==> config.mk <==
export PLATFORM = sky130hd
export DESIGN_NAME = guess_game_n_flat
export DESIGN_NICKNAME = d
export VERILOG_FILES = /design/src/rtl/guess_game_n_if.sv /design/src/rtl/guess_game_n.sv /design/src/flat_wrapper.sv
export SDC_FILE = /design/constraint.sdc
export NUM_CORES = 1
export LEC_CHECK = 0
export CORE_MARGIN = 2
export CORE_UTILIZATION = 30
export CTS_BUF_LIST = sky130_fd_sc_hd__clkbuf_8
export CTS_CLUSTER_SIZE = 10
export DETAILED_ROUTE_END_ITERATION = 16
export PLACE_DENSITY = 0.64
export SYNTH_ARGS = -nofsm -noshare
export SYNTH_HDL_FRONTEND = slang
export SYNTH_SLANG_ARGS = --single-unit
==> constraint.sdc <==
create_clock -name clk -period 4.4 [get_ports clk]
set_input_delay 0.66 -clock clk [delete_from_list [all_inputs] [get_ports clk]]
set_output_delay 0.66 -clock clk [all_outputs]
set_load 0.01 [all_outputs]
==> src/rtl/guess_game_n_if.sv <==
// guess_game_n_if: control, input and display bundle for the guessing-game core.
//   master : drives en/dir/in and observes the game outputs (bench or board glue)
//   slave  : the game core itself
//   en     : single-cycle tick strobe
//   dir    : walk direction (0 = toward MSB, 1 = toward LSB)
//   in     : synchronised button levels, N bits
//   y      : one-hot target LED
//   win/lose/over : mutually exclusive state flags
//   score/streak  : SCORE_W-bit saturating counters
//   misses        : 4-bit miss counter
interface guess_game_n_if #(
    parameter int N       = 4,
    parameter int SCORE_W = 4
);
    logic               en;
    logic               dir;
    logic [N-1:0]       in;
    logic [N-1:0]       y;
    logic               win;
    logic               lose;
    logic               over;
    logic [SCORE_W-1:0] score;
    logic [SCORE_W-1:0] streak;
    logic [3:0]         misses;

    modport master (
        output en, dir, in,
        input  y, win, lose, over, score, streak, misses
    );

    modport slave (
        input  en, dir, in,
        output y, win, lose, over, score, streak, misses
    );
endinterface

==> src/rtl/guess_game_n.sv <==
// guess_game_n: N-position LED guessing game.
// A one-hot target walks across N LEDs on each en tick; a press that matches
// the lit LED exactly is a win, any other nonzero press is a loss. Wins,
// streak and misses are counted; MAX_MISS losses lock the game in OVER until
// reset.
//
// Ports:
//   clk : system clock
//   rst : asynchronous reset, active-high
//   bus : guess_game_n_if.slave (en, dir, in -> y, win, lose, over,
//         score, streak, misses)
//
// Optional build macro GUESS_LFSR_EN: the target hops pseudo-randomly, driven
// by a free-running 8-bit Galois LFSR (x^8+x^6+x^5+x^4+1), never landing on
// the same position twice in a row; dir is ignored in that build.
//
// state | meaning
// PLAY  | target walking, waiting for a press
// WIN   | correct press seen, waiting for all buttons released
// LOSE  | wrong press seen, waiting for all buttons released
// OVER  | MAX_MISS losses reached, frozen until reset
module guess_game_n #(
    parameter int N        = 4,
    parameter int SCORE_W  = 4,
    parameter int MAX_MISS = 3
) (
    input  logic           clk,
    input  logic           rst,
    guess_game_n_if.slave  bus
);
    localparam int POS_W = $clog2(N);

    localparam logic [1:0] S_PLAY = 2'd0;
    localparam logic [1:0] S_WIN  = 2'd1;
    localparam logic [1:0] S_LOSE = 2'd2;
    localparam logic [1:0] S_OVER = 2'd3;

    logic [1:0]         state_q,  state_d;
    logic [POS_W-1:0]   pos_q,    pos_d;
    logic [N-1:0]       y_q,      y_d;
    logic               win_q,    win_d;
    logic               lose_q,   lose_d;
    logic               over_q,   over_d;
    logic [SCORE_W-1:0] score_q,  score_d;
    logic [SCORE_W-1:0] streak_q, streak_d;
    logic [3:0]         misses_q, misses_d;
    logic [POS_W-1:0]   pos_next;

`ifdef GUESS_LFSR_EN
    logic [7:0] lfsr_q, lfsr_d;
    logic [7:0] hop;
    logic [7:0] sum;
    logic       unused_dir;

    assign unused_dir = bus.dir;

    // hop is 0..N-2, so pos + 1 + hop (mod N) can never equal pos.
    always_comb begin
        lfsr_d   = {1'b0, lfsr_q[7:1]} ^ (lfsr_q[0] ? 8'hB8 : 8'h00);
        hop      = lfsr_q % 8'(N - 1);
        sum      = 8'(pos_q) + 8'd1 + hop;
        pos_next = POS_W'(sum % 8'(N));
    end

    always_ff @(posedge clk or posedge rst) begin
        if (rst) lfsr_q <= 8'h01;
        else     lfsr_q <= lfsr_d;
    end
`else
    always_comb begin
        if (bus.dir)
            pos_next = (pos_q == '0) ? POS_W'(N - 1) : pos_q - POS_W'(1);
        else
            pos_next = (pos_q == POS_W'(N - 1)) ? '0 : pos_q + POS_W'(1);
    end
`endif

    always_comb begin
        state_d  = state_q;
        pos_d    = pos_q;
        score_d  = score_q;
        streak_d = streak_q;
        misses_d = misses_q;

        if (bus.en) begin
            case (state_q)
                S_PLAY: begin
                    if (bus.in == '0) begin
                        pos_d = pos_next;
                    end else if (bus.in == y_q) begin
                        // y_q is one-hot, so equality also rules out multi-press
                        state_d = S_WIN;
                        if (score_q != {SCORE_W{1'b1}})
                            score_d = score_q + SCORE_W'(1);
                        if (streak_q != {SCORE_W{1'b1}})
                            streak_d = streak_q + SCORE_W'(1);
                    end else begin
                        streak_d = '0;
                        if (misses_q < 4'(MAX_MISS))
                            misses_d = misses_q + 4'd1;
                        state_d = (misses_d == 4'(MAX_MISS)) ? S_OVER : S_LOSE;
                    end
                end
                S_WIN, S_LOSE: begin
                    if (bus.in == '0) begin
                        state_d = S_PLAY;
                        pos_d   = '0;
                    end
                end
                S_OVER: begin
                end
                default: begin
                    state_d = S_PLAY;
                    pos_d   = '0;
                end
            endcase
        end

        y_d    = {{(N - 1){1'b0}}, 1'b1} << pos_d;
        win_d  = (state_d == S_WIN);
        lose_d = (state_d == S_LOSE);
        over_d = (state_d == S_OVER);
    end

    always_ff @(posedge clk or posedge rst) begin
        if (rst) begin
            state_q  <= S_PLAY;
            pos_q    <= '0;
            y_q      <= {{(N - 1){1'b0}}, 1'b1};
            win_q    <= 1'b0;
            lose_q   <= 1'b0;
            over_q   <= 1'b0;
            score_q  <= '0;
            streak_q <= '0;
            misses_q <= '0;
        end else begin
            state_q  <= state_d;
            pos_q    <= pos_d;
            y_q      <= y_d;
            win_q    <= win_d;
            lose_q   <= lose_d;
            over_q   <= over_d;
            score_q  <= score_d;
            streak_q <= streak_d;
            misses_q <= misses_d;
        end
    end

    assign bus.y      = y_q;
    assign bus.win    = win_q;
    assign bus.lose   = lose_q;
    assign bus.over   = over_q;
    assign bus.score  = score_q;
    assign bus.streak = streak_q;
    assign bus.misses = misses_q;
endmodule

==> src/flat_wrapper.sv <==
// flat-port wrapper written by rule: the top's interface ports become plain ports
module guess_game_n_flat 
#(
    parameter int N        = 4,
    parameter int SCORE_W  = 4,
    parameter int MAX_MISS = 3
)
  (clk, rst, bus_en, bus_dir, bus_in, bus_y, bus_win, bus_lose, bus_over, bus_score, bus_streak, bus_misses);
  guess_game_n_if #(.N(N), .SCORE_W(SCORE_W)) bus_i ();
  input  logic clk;
  input  logic rst;
  input wire logic [$bits(bus_i.en)-1:0] bus_en;
  input wire logic [$bits(bus_i.dir)-1:0] bus_dir;
  input wire logic [$bits(bus_i.in)-1:0] bus_in;
  output wire logic [$bits(bus_i.y)-1:0] bus_y;
  output wire logic [$bits(bus_i.win)-1:0] bus_win;
  output wire logic [$bits(bus_i.lose)-1:0] bus_lose;
  output wire logic [$bits(bus_i.over)-1:0] bus_over;
  output wire logic [$bits(bus_i.score)-1:0] bus_score;
  output wire logic [$bits(bus_i.streak)-1:0] bus_streak;
  output wire logic [$bits(bus_i.misses)-1:0] bus_misses;
  assign bus_i.en = bus_en;
  assign bus_i.dir = bus_dir;
  assign bus_i.in = bus_in;
  assign bus_y = bus_i.y;
  assign bus_win = bus_i.win;
  assign bus_lose = bus_i.lose;
  assign bus_over = bus_i.over;
  assign bus_score = bus_i.score;
  assign bus_streak = bus_i.streak;
  assign bus_misses = bus_i.misses;
  guess_game_n #(.N(N), .SCORE_W(SCORE_W), .MAX_MISS(MAX_MISS)) u_core (.clk(clk), .rst(rst), .bus(bus_i));
endmodule
==> key figures, run 1 <==
Outcome
  – Status: finished clean

Die
  – Num rows: 23
  – Die span in y: 67.8 um
  – # IOs: 27
  – Die ar.: 4590 um2
  – Core region area: 3940 um2
  – Initial core utilization: 30.9%
  – Die X: 67.8 um

Synthesis
  – Area share of the largest cell type after synthesis: 45.1%
  – Commonest cells in the netlist: 22 x dfrtp_1, 9 x nand2_1, 7 x o21ai_0
  – FFs w/ async S/R, synth: 100%
  – Dominant cells by area after synthesis: dfrtp_1 45%, ha_1 5.1%, xor2_1 3.6%
  – Count leader, synth: dfrtp_1
  – Post-synthesis cell area: 1220 um2
  – Area leader, netlist: dfrtp_1
  – Synth Warn #: 0
  – Yosys reg bits: 23
  – Post-Syn Nets: 130
  – Synth Flop Type: dfrtp_1
  – Gate Count Post-Synth: 117
  – Synth unique cells: 35
  – EDFF count, synth: 0
  – Register area share after synthesis: 47.3%
  – Syn avg cell area: 10.4 um2

Clocking
  – Worst skew pair latency: 0.26 ns
  – Clock Path Buffers: 2
  – H-tree levels: 1
  – Hold buffer count at cts: 0
  – Postcts setup bufs: 0
  – Post-CTS resize count: 0
  – CTS tree: done
  – Clock transition at path regs: 0.08 ns
  – Clock root cell: clkbuf_8
  – Clk sinks: 23
  – Num CTS Buffers: 3

Placement
  – Placed Area: 1530 um2
  – Port Buffer Count: 26
  – Placed cell count: 189
  – Post-DP HPWL: 1.85 mm
  – Placer congestion estimate: 0.755

Routing
  – Routed wire length: 2.48 mm
  – Routed WL per cell: 12.8 um
  – ANT nets after route: 0
  – Drt first-iter violations: 24
  – DR vias: 948
  – DRC violation count after routing: 0
  – Vias per inst: 4.91
  – TritonRoute pass-1 iters: 4

Setup path
  – Required @ worst endpoint: 4.55 ns
  – Type of origin of the critical path: primary input
  – CP Capture Type: flop
  – Crit path largest cell delay: 0.77 ns
  – Kind of critical path: in2reg
  – Critical Path AT: 2.71 ns
  – Worst-path fanout max: 18
  – Sequence of cells on the critical path: clkdlybuf4s50_1 > xor2_1 > nor4_4 > nand3b_1 > mux2_2
  – Slowest cell on the critical path: nor4_4

Timing
  – Count of final max-slew check failures: 0
  – Slew Limit Headroom: 42.9%
  – Skew final: 0.00168 ns
  – RSZ-0062 raised after global routing: no
  – Setup violators final: 0
  – Slew @ Worst Pin: 0.855 ns
  – Final Hold Fails: 0
  – Crit share post-route: 58.2%
  – Fmax: 391 MHz
  – Final Critical Period: 2.56 ns
  – Setup TNS: 0 ns

Final layout
  – Design Area, Final: 1570 um2
  – Layout net count: 157
  – Antenna cells: 0
  – Area grow syn2layout: 28.9%
  – Layout Cells excl Fill: 193
  – Share of cells above drive strength 1: 8.39%

Job
  – Max_cap viols: 0

Global routing
  – Largest net degree at the start of global routing: 24
  – GRT Resource Usage Total: 11.7%
  – Congestion Overflow GR: 0
  – Vias in the first global route: 888
  – First-pass GRT wire length: 4.04 mm
  – Initial antenna violation count: 0

Min path
  – Type of the worst min-delay path: reg2reg

Power and ir drop
  – Max rail drop VDD: 0.000228 V
  – P per Cell Area: 536 nW/um2
  – Static Leak: 0.673 nW
-- stage by stage --
| step | hold slack, ns | utilization [%] | power [mW] | worst slack (ns) |
|---|---|---|---|---|
| after global routing | 0.469 | 39.9 | 0.907 | 1.67 |
| after floorplan | 0.513 | - | 0.571 | 2.43 |
| after global placement | 0.414 | 38.7 | 0.701 | 1.63 |
| after detailed placement | 0.420 | 38.7 | 0.718 | 1.57 |
| after CTS | 0.450 | 39.9 | 0.852 | 1.85 |
| final | 0.443 | 39.9 | 0.843 | 1.84 |
-- path summary, 6_finish.rpt --
kind                                        end  depth (start not counted)            startpoint  slack [ns]
max                        u_core.bus.misses[1]                          5             bus_in[1]        1.84
min                        u_core.bus.misses[2]                          0  u_core.bus.misses[2]        0.44
max reg2reg                u_core.bus.misses[1]                          4       u_core.bus.y[0]        2.32
min reg2reg                u_core.bus.misses[2]                          0  u_core.bus.misses[2]        0.44
max in group asynchronous       u_core.bus.over                          2                   rst        3.01
min in group asynchronous       u_core.pos_q[1]                          2                   rst        0.87
-- critical path, delay by kind of cell --
kind                   cells  cell delay (ns)
XOR/XNOR                   1             0.22
buffers and inverters      1             0.48
multiplexers               1             0.35
AND/OR/NAND/NOR            2             1.00
-- report_power, final --
group | leakage (nW) | internal, mW | switching [mW] | total, mW
clock network | 0.0255 | 0.0632 | 0.0681 | 0.131
logic | 0.347 | 0.201 | 0.183 | 0.384
registers | 0.301 | 0.274 | 0.0530 | 0.327
-- layout make-up --
class	instances	area, um2
Fill cell	364	2370
Multi-Input combinational cell	84	604
Sequential cell	23	577
Timing Repair Buffer	26	260
Tap cell	50	62.6
Clock buffer	3	41.3
Inverter	6	22.5
Clock inverter	1	5.00
-- placed cells by master, fill, tap and decap left out --
cell             netlist  final
nor4_4                 2      2
nor2_1                 4      4
a211oi_1               1      1
a221o_1                1      1
and2_0                 1      1
and3_1                 4      4
or2_0                  1      1
clkinv_2               0      1
o21a_1                 1      1
a31oi_1                2      2
a221oi_1               1      1
and3b_1                1      1
o21ai_0                7      7
a21boi_0               3      3
dfstp_2                1      1
clkbuf_8               0      3
xnor2_1                2      2
or3b_2                 1      1
dfrtp_1               22     22
nor3_1                 3      3
clkdlybuf4s50_1        0     26
inv_1                  6      6
xor2_1                 5      5
nor2b_1                3      3
and3_2                 1      1
nand3b_1               3      3
o22ai_1                1      1
mux2i_1                2      2
a22o_1                 1      1
a21oi_1                5      5
mux2_2                 3      3
nor3b_1                4      4
nand3_1                5      5
nand2_1                9      9
a41oi_1                2      2
ha_1                   5      5
-- sequential cells by signal, indices dropped and copies added, names as in the netlist, 2 cells and up --
| name | cells |
|---|---|
| u_core.bus.misses | 4 |
| u_core.bus.score | 4 |
| u_core.bus.streak | 4 |
| u_core.bus.y | 4 |
| u_core.pos_q | 2 |
| u_core.state_q | 2 |
-- logic make-up after synthesis --
logic type / share of synthesized area, %
AOI/OAI and AO/OA: 13.2
xor gates and xnor gates: 5.03
adders and majority gates: 5.13
buffers and inverters: 3.18
DFF: 47.3
muxes: 4.41
and+or+nand+nor: 21.7
-- routing by layer --
layer | part of all wire (%) | vias to the layer above | wire length (um) | GRT usage, %
met5 | 0 | - | 0 | 0
met4 | 1.9 | 0 | 47 | 6.00
met3 | 3.9 | 4 | 96 | 1.50
met2 | 48 | 24 | 1190 | 19.9
met1 | 46 | 452 | 1150 | 14.5
li1 | - | 468 | - | -
Power figures use the tool's default switching activity.
==> run 2, diff against run 1 <==
Clock period 4.4 ns to 2.63 ns, I/O delays scaled along.
==> run 2 against run 1 <==
Net effect:
- largest cell class unchanged
- global-route usage up 0.078 points
- cell count up 1.0%
- count of clock-buffer cells in the layout unchanged
- cell area up 0.95%
- first-iteration DRC count up 29%
- utilization up 0.38 points
- highest routed layer unchanged
- critical path type unchanged
==> key figures, run 2 (same netlist as run 1, synthesis figures left out) <==
Routing
  – Drt first-iter violations: 31 (+29%)
  – ANT nets after route: 0 (unchanged)
  – Vias per inst: 5.04 (+2.5%)
  – DRC violation count after routing: 0 (unchanged)
  – Routed wire length: 2.50 mm (+0.65%)
  – TritonRoute pass-1 iters: 4 (unchanged)
  – Routed WL per cell: 12.8 um (-0.39%)
  – DR vias: 982 (+3.6%)

Setup path
  – Worst reg2reg path depth: 5 (+1)
  – Slowest cell on the critical path: nor4_4
  – Cell count along the critical path: 5 (unchanged)
  – Type of origin of the critical path: primary input
  – Sequence of cells on the critical path: clkdlybuf4s50_1 > nor4_4 > nor2_1 > nand3b_1 > mux2_2
  – Kind of critical path: in2reg
  – CP Capture Type: flop
  – Buf+Inv Stages, Crit Path: 1 (unchanged)
  – Crit path largest cell delay: 0.53 ns (-0.24 ns)
  – Required @ worst endpoint: 2.78 ns (-1.77 ns)
  – Delay-heaviest family, CP: simple AND/OR/NAND/NOR gates
  – Critical Path AT: 2.23 ns (-0.48 ns)
  – Worst-path fanout max: 11 (-7)

Clocking
  – Num CTS Buffers: 3 (unchanged)
  – Post-CTS resize count: 0 (unchanged)
  – H-tree levels: 1 (unchanged)
  – Hold buffer count at cts: 0 (unchanged)
  – Clock transition at path regs: 0.08 ns (about the same)
  – Postcts setup bufs: 0 (unchanged)
  – Worst skew pair latency: 0.26 ns (about the same)
  – Clock root cell: clkbuf_8
  – CTS tree: done
  – Clk sinks: 23 (unchanged)
  – Clock Path Buffers: 2 (unchanged)

Final layout
  – Most common cell after layout, fill and taps aside: clkdlybuf4s50_1
  – Fill cells: 382 (+4.9%)
  – Share of cells above drive strength 1: 9.66% (+1.3 points)
  – Final core occ: 40.3% (+0.38 points)
  – Layout net count: 159 (+1.3%)
  – Commonest non-fill, non-tap cells in the layout: 26 x clkdlybuf4s50_1, 22 x dfrtp_1, 9 x nand2_1
  – Antenna cells: 0 (unchanged)
  – Area grow syn2layout: 30.2%
  – Layout Cells excl Fill: 195 (+1.0%)

Global routing
  – Initial antenna violation count: 0 (unchanged)
  – Largest net degree at the start of global routing: 24 (unchanged)
  – GRT Resource Usage Total: 11.8% (+0.078 points)
  – Congestion Overflow GR: 0 (unchanged)
  – Vias in the first global route: 911 (+2.6%)
  – First-pass GRT wire length: 4.04 mm (unchanged)

Die
  – Initial core utilization: 30.9% (unchanged)
  – Num rows: 23 (unchanged)
  – Die ar.: 4590 um2 (unchanged)
  – # IOs: 27 (unchanged)
  – Core region area: 3940 um2 (unchanged)
  – Die span in y: 67.8 um (unchanged)
  – Die X: 67.8 um (unchanged)

Timing
  – Slew @ Worst Pin: 0.886 ns (+0.0308 ns)
  – RSZ-0062 raised after global routing: no
  – Slew Limit Headroom: 40.9% (-2.1 points)
  – Final Critical Period: 2.08 ns
  – Final Hold Fails: 0 (unchanged)
  – Count of final max-slew check failures: 0 (unchanged)
  – Crit share post-route: 79.2%
  – PnR worst setup slack: 0.546 ns (-1.30 ns)
  – Setup TNS: 0 ns (unchanged)
  – Setup violators final: 0 (unchanged)
  – Fmax: 480 MHz
  – Skew final: 0.00436 ns (+0.00268 ns)

Power and ir drop
  – Static Leak: 0.684 nW (+1.6%)
  – P per Cell Area: 898 nW/um2 (+67%)
  – Design Power: 1.43 mW (+69%)
  – Max rail drop VDD: 0.000362 V (+59%)

Placement
  – Placer congestion estimate: 0.808 (+7.0%)
  – Port Buffer Count: 26 (unchanged)
  – Post-DP HPWL: 1.86 mm (+0.25%)
  – Pre-CTS setup slack: 0.234 ns (-1.33 ns)
  – Placed cell count: 191 (+1.1%)

Job
  – Max_cap viols: 0 (unchanged)

Min path
  – WHS Path Cells: 0 (unchanged)
  – Type of the worst min-delay path: reg2reg

Outcome
  – Status: finished clean
[run 2: changes by cell type in the layout (fill, tap and decap cells not counted), sizes merged]
| cell | previous run | this run |
|---|---|---|
| buf | 0 | 2 |
[run 2: final cells by class]
type	count	area, um2	area share [%]
Multi-Input combinational cell	84	604	38.1
Sequential cell	23	577	36.3
Timing Repair Buffer	28	275	17.3
Tap cell	50	62.6	3.94
Clock buffer	3	41.3	2.60
Inverter	6	22.5	1.42
Clock inverter	1	5.00	0.315
[run 2: final timing paths]
check                      slack, ns            startpoint              endpoint
hold / removal                  0.44  u_core.bus.misses[3]  u_core.bus.misses[3]
setup / recovery                0.55             bus_in[1]  u_core.bus.misses[1]
hold reg to reg                 0.44  u_core.bus.misses[3]  u_core.bus.misses[3]
min in group asynchronous       0.62                   rst  u_core.bus.streak[2]
max in group asynchronous       1.47                   rst   u_core.bus.score[1]
setup reg to reg                0.58  u_core.bus.misses[0]       u_core.bus.over
[run 2: stage by stage]
step,hold WS (ns),cell area (um2)
3_5_place_dp,0.419,1540
3_3_place_gp,0.415,1540
5_1_grt,0.463,1590
4_1_cts,0.438,1590
2_1_floorplan,0.396,1220
6_report,0.436,1590
[run 2: metal layers]
| layer | vias to the layer above | GRT usage, % | part of all wire [%] |
|---|---|---|---|
| met5 | - | 0 | 0 |
| met4 | 0 | 5.75 | 1.6 |
| met3 | 4 | 2.50 | 4.8 |
| met2 | 25 | 19.5 | 49 |
| met1 | 479 | 14.5 | 45 |
| li1 | 474 | - | - |
[run 2: power breakdown]
part | switching, mW | total (mW) | internal [mW]
combinational | 0.312 | 0.657 | 0.345
sequential | 0.0906 | 0.550 | 0.459
clock | 0.113 | 0.219 | 0.106
==> run 3, diff against run 2 <==
Settings changed: PLACE_DENSITY 0.64 to 0.66.
Clock period 2.63 ns to 1.8 ns, I/O delays scaled along.
==> run 3 against run 2 <==
Net effect:
- clock skew fell by 0.00050 ns
- sequential share of layout area decreased by 4.2 points
- largest power group unchanged
- register-to-register slack lost 0.49 ns
- critical endpoint is now u_core.bus.lose
- power up 67%
- sequential cell count is the same
- global-route usage grew 1.0 points
- hold slack worse by 0.087 ns
- die area unchanged
- utilization grew 5.2 points
- cell area increased by 13%
- critical path depth rose by 3
==> key figures, run 3 (same netlist as run 1, synthesis figures left out) <==
Clocking
  – Clk sinks: 23 (unchanged)
  – H-tree levels: 1 (unchanged)
  – CTS tree: done
  – Clock Path Buffers: 2 (unchanged)
  – Worst skew pair latency: 0.26 ns (about the same)
  – Hold buffer count at cts: 0 (unchanged)
  – Clock transition at path regs: 0.08 ns (about the same)
  – Clock root cell: clkbuf_8
  – Num CTS Buffers: 3 (unchanged)

Timing
  – Count of final max-slew check failures: 0 (unchanged)
  – Fmax: 569 MHz
  – Setup violators final: 0 (unchanged)
  – Final Critical Period: 1.76 ns
  – Slew @ Worst Pin: 0.295 ns (-0.591 ns)
  – Skew final: 0.00386 ns (-0.000502 ns)
  – RSZ-0062 raised after global routing: yes
  – Slew Limit Headroom: 80.4% (+39 points)
  – Final Hold Fails: 0 (unchanged)
  – Crit share post-route: 97.7%

Job
  – Max_cap viols: 0 (unchanged)

Final layout
  – Final core occ: 45.5% (+5.2 points)
  – Area grow syn2layout: 47.1%
  – Most common cell after layout, fill and taps aside: clkdlybuf4s50_1
  – Share of cells above drive strength 1: 24.2% (+15 points)
  – Layout net count: 179 (+13%)
  – Antenna cells: 0 (unchanged)
  – Commonest non-fill, non-tap cells in the layout: 23 x clkdlybuf4s50_1, 22 x buf_4, 22 x dfrtp_1
  – Design Area, Final: 1790 um2 (+13%)

Global routing
  – Congestion Overflow GR: 0 (unchanged)
  – Vias in the first global route: 1,054 (+16%)
  – GRT Resource Usage Total: 12.8% (+1.0 points)
  – Largest net degree at the start of global routing: 24 (unchanged)
  – Initial antenna violation count: 0 (unchanged)
  – First-pass GRT wire length: 4.54 mm (+12%)

Routing
  – Drt first-iter violations: 51 (+65%)
  – DR vias: 1,046 (+6.5%)
  – DRC violation count after routing: 0 (unchanged)
  – Routed wire length: 2.76 mm (+11%)
  – Vias per inst: 4.87 (-3.4%)
  – ANT nets after route: 0 (unchanged)
  – Routed WL per cell: 12.8 um (+0.25%)
  – TritonRoute pass-1 iters: 4 (unchanged)

Placement
  – Post-DP HPWL: 2.05 mm (+11%)
  – Port Buffer Count: 26 (unchanged)
  – Placer congestion estimate: 0.812 (+0.47%)
  – Placed Area: 1680 um2 (+8.9%)

Setup path
  – Worst-path fanout max: 8 (-3)
  – Type of origin of the critical path: primary input
  – CP Capture Type: flop
  – Sequence of cells on the critical path: clkdlybuf4s50_1 > nor4_4 > buf_4 > buf_4 > or2_0 > buf_4 > and3_2 > o21a_1
  – Crit path largest cell delay: 0.55 ns (+0.02 ns)
  – Kind of critical path: in2reg
  – Buf+Inv Stages, Crit Path: 4 (+3)
  – Required @ worst endpoint: 1.95 ns (-0.83 ns)
  – Slowest cell on the critical path: clkdlybuf4s50_1
  – Cell mode on critical path: buf_4
  – Critical Path AT: 1.91 ns (-0.32 ns)
  – Delay-heaviest family, CP: buffers and inverters

Power and ir drop
  – Design Power: 2.38 mW (+67%)
  – Total net switching power: 0.828 mW (+61%)
  – Share of total power in combinational logic: 53.9% (+7.8 points)
  – P per Cell Area: 1330 nW/um2 (+48%)
  – Clock Power Share: 13.0% (-2.3 points)
  – Reg power frac: 33.1% (-5.5 points)
  – Sw Share: 34.8% (-1.4 points)
  – Max rail drop VDD: 0.000458 V (+27%)
  – Int Pwr: 1.55 mW (+70%)
  – Static Leak: 0.804 nW (+18%)

Die
  – Die ar.: 4590 um2 (unchanged)
  – Num rows: 23 (unchanged)
  – Die span in y: 67.8 um (unchanged)
  – Core region area: 3940 um2 (unchanged)
  – Initial core utilization: 30.9% (unchanged)
  – Die X: 67.8 um (unchanged)
  – # IOs: 27 (unchanged)

Min path
  – Type of the worst min-delay path: in2async

Outcome
  – Status: finished clean
-- run 3: changes by cell type in the layout (fill, tap and decap cells not counted), moves of 2 or more --
| cell | previous run | this run |
|---|---|---|
| nor3b_2 | 0 | 3 |
| ha_4 | 0 | 2 |
| buf_4 | 2 | 22 |
| dlygate4sd2_1 | 0 | 2 |
| nor3b_1 | 4 | 1 |
| clkdlybuf4s50_1 | 26 | 23 |
| ha_1 | 5 | 2 |
-- run 3: metal layers --
metal | vias to the layer above | global-route usage, % | wire length, um
met3 | 2 | 2.33 | 135
met1 | 508 | 15.9 | 1240
met4 | 0 | 4.00 | 29
met5 | - | 0 | 0
met2 | 23 | 22.5 | 1360
li1 | 513 | - | -
-- run 3: metrics by stage --
stage	worst slack [ns]	hold WS (ns)	setup TNS, ns	instances
floorplan	0.0122	0.271	0	117
global placement	-0.273	0.428	-2.97	208
detailed placement	-0.308	0.439	-3.66	208
CTS	0.0314	0.352	0	214
global route	-0.00196	0.391	-0.00196	215
finish	0.0423	0.349	0	215
-- run 3: cell type report --
class	count	area, um2
clock buffers	3	41.3
repair buffers	48	425
well taps	50	62.6
inverters	6	22.5
clock inverters	1	3.75
flip-flops and latches	23	577
fillers	366	2150
multi-input cells	84	662
-- run 3: worst reg2reg max path, stage by stage (launching register included) --
cell     delay [ns]
dfrtp_1        0.41
inv_1          0.11
ha_4           0.22
nor3b_2        0.17
mux2i_1        0.09
buf_4          0.16
and2_0         0.15
a221o_1        0.30
-- run 3: repair_timing --
item | CTS | global route
pin swaps | 1 | 1
setup buffers | 2 | 1
setup endpoints to repair | 5 | 6
gates resized for setup | 4 | 7
gates cloned | 0 | 0
-- run 3: worst paths after layout --
check | from | to | slack, ns | cells past startpoint
worst min register to register | u_core.bus.misses[3] | u_core.bus.misses[3] | 0.50 | 0
max in group asynchronous | rst | u_core.bus.y[0] | 1.17 | 3
min in group clk | u_core.bus.misses[3] | u_core.bus.misses[3] | 0.50 | 0
worst max-delay path | bus_in[3] | u_core.bus.lose | 0.04 | 8
worst max register to register | u_core.state_q[0] | u_core.bus.over | 0.09 | 7
worst min-delay path | rst | u_core.bus.misses[2] | 0.35 | 3
-- run 3: power groups by stage --
stage	Combinational (mW)	Clock [mW]	Sequential [mW]
6_report	1.28	0.309	0.788
5_1_grt	1.40	0.337	0.806
4_1_cts	1.21	0.321	0.788
3_5_place_dp	1.17	0	0.788
3_3_place_gp	1.12	0	0.777
2_1_floorplan	0.572	0	0.840
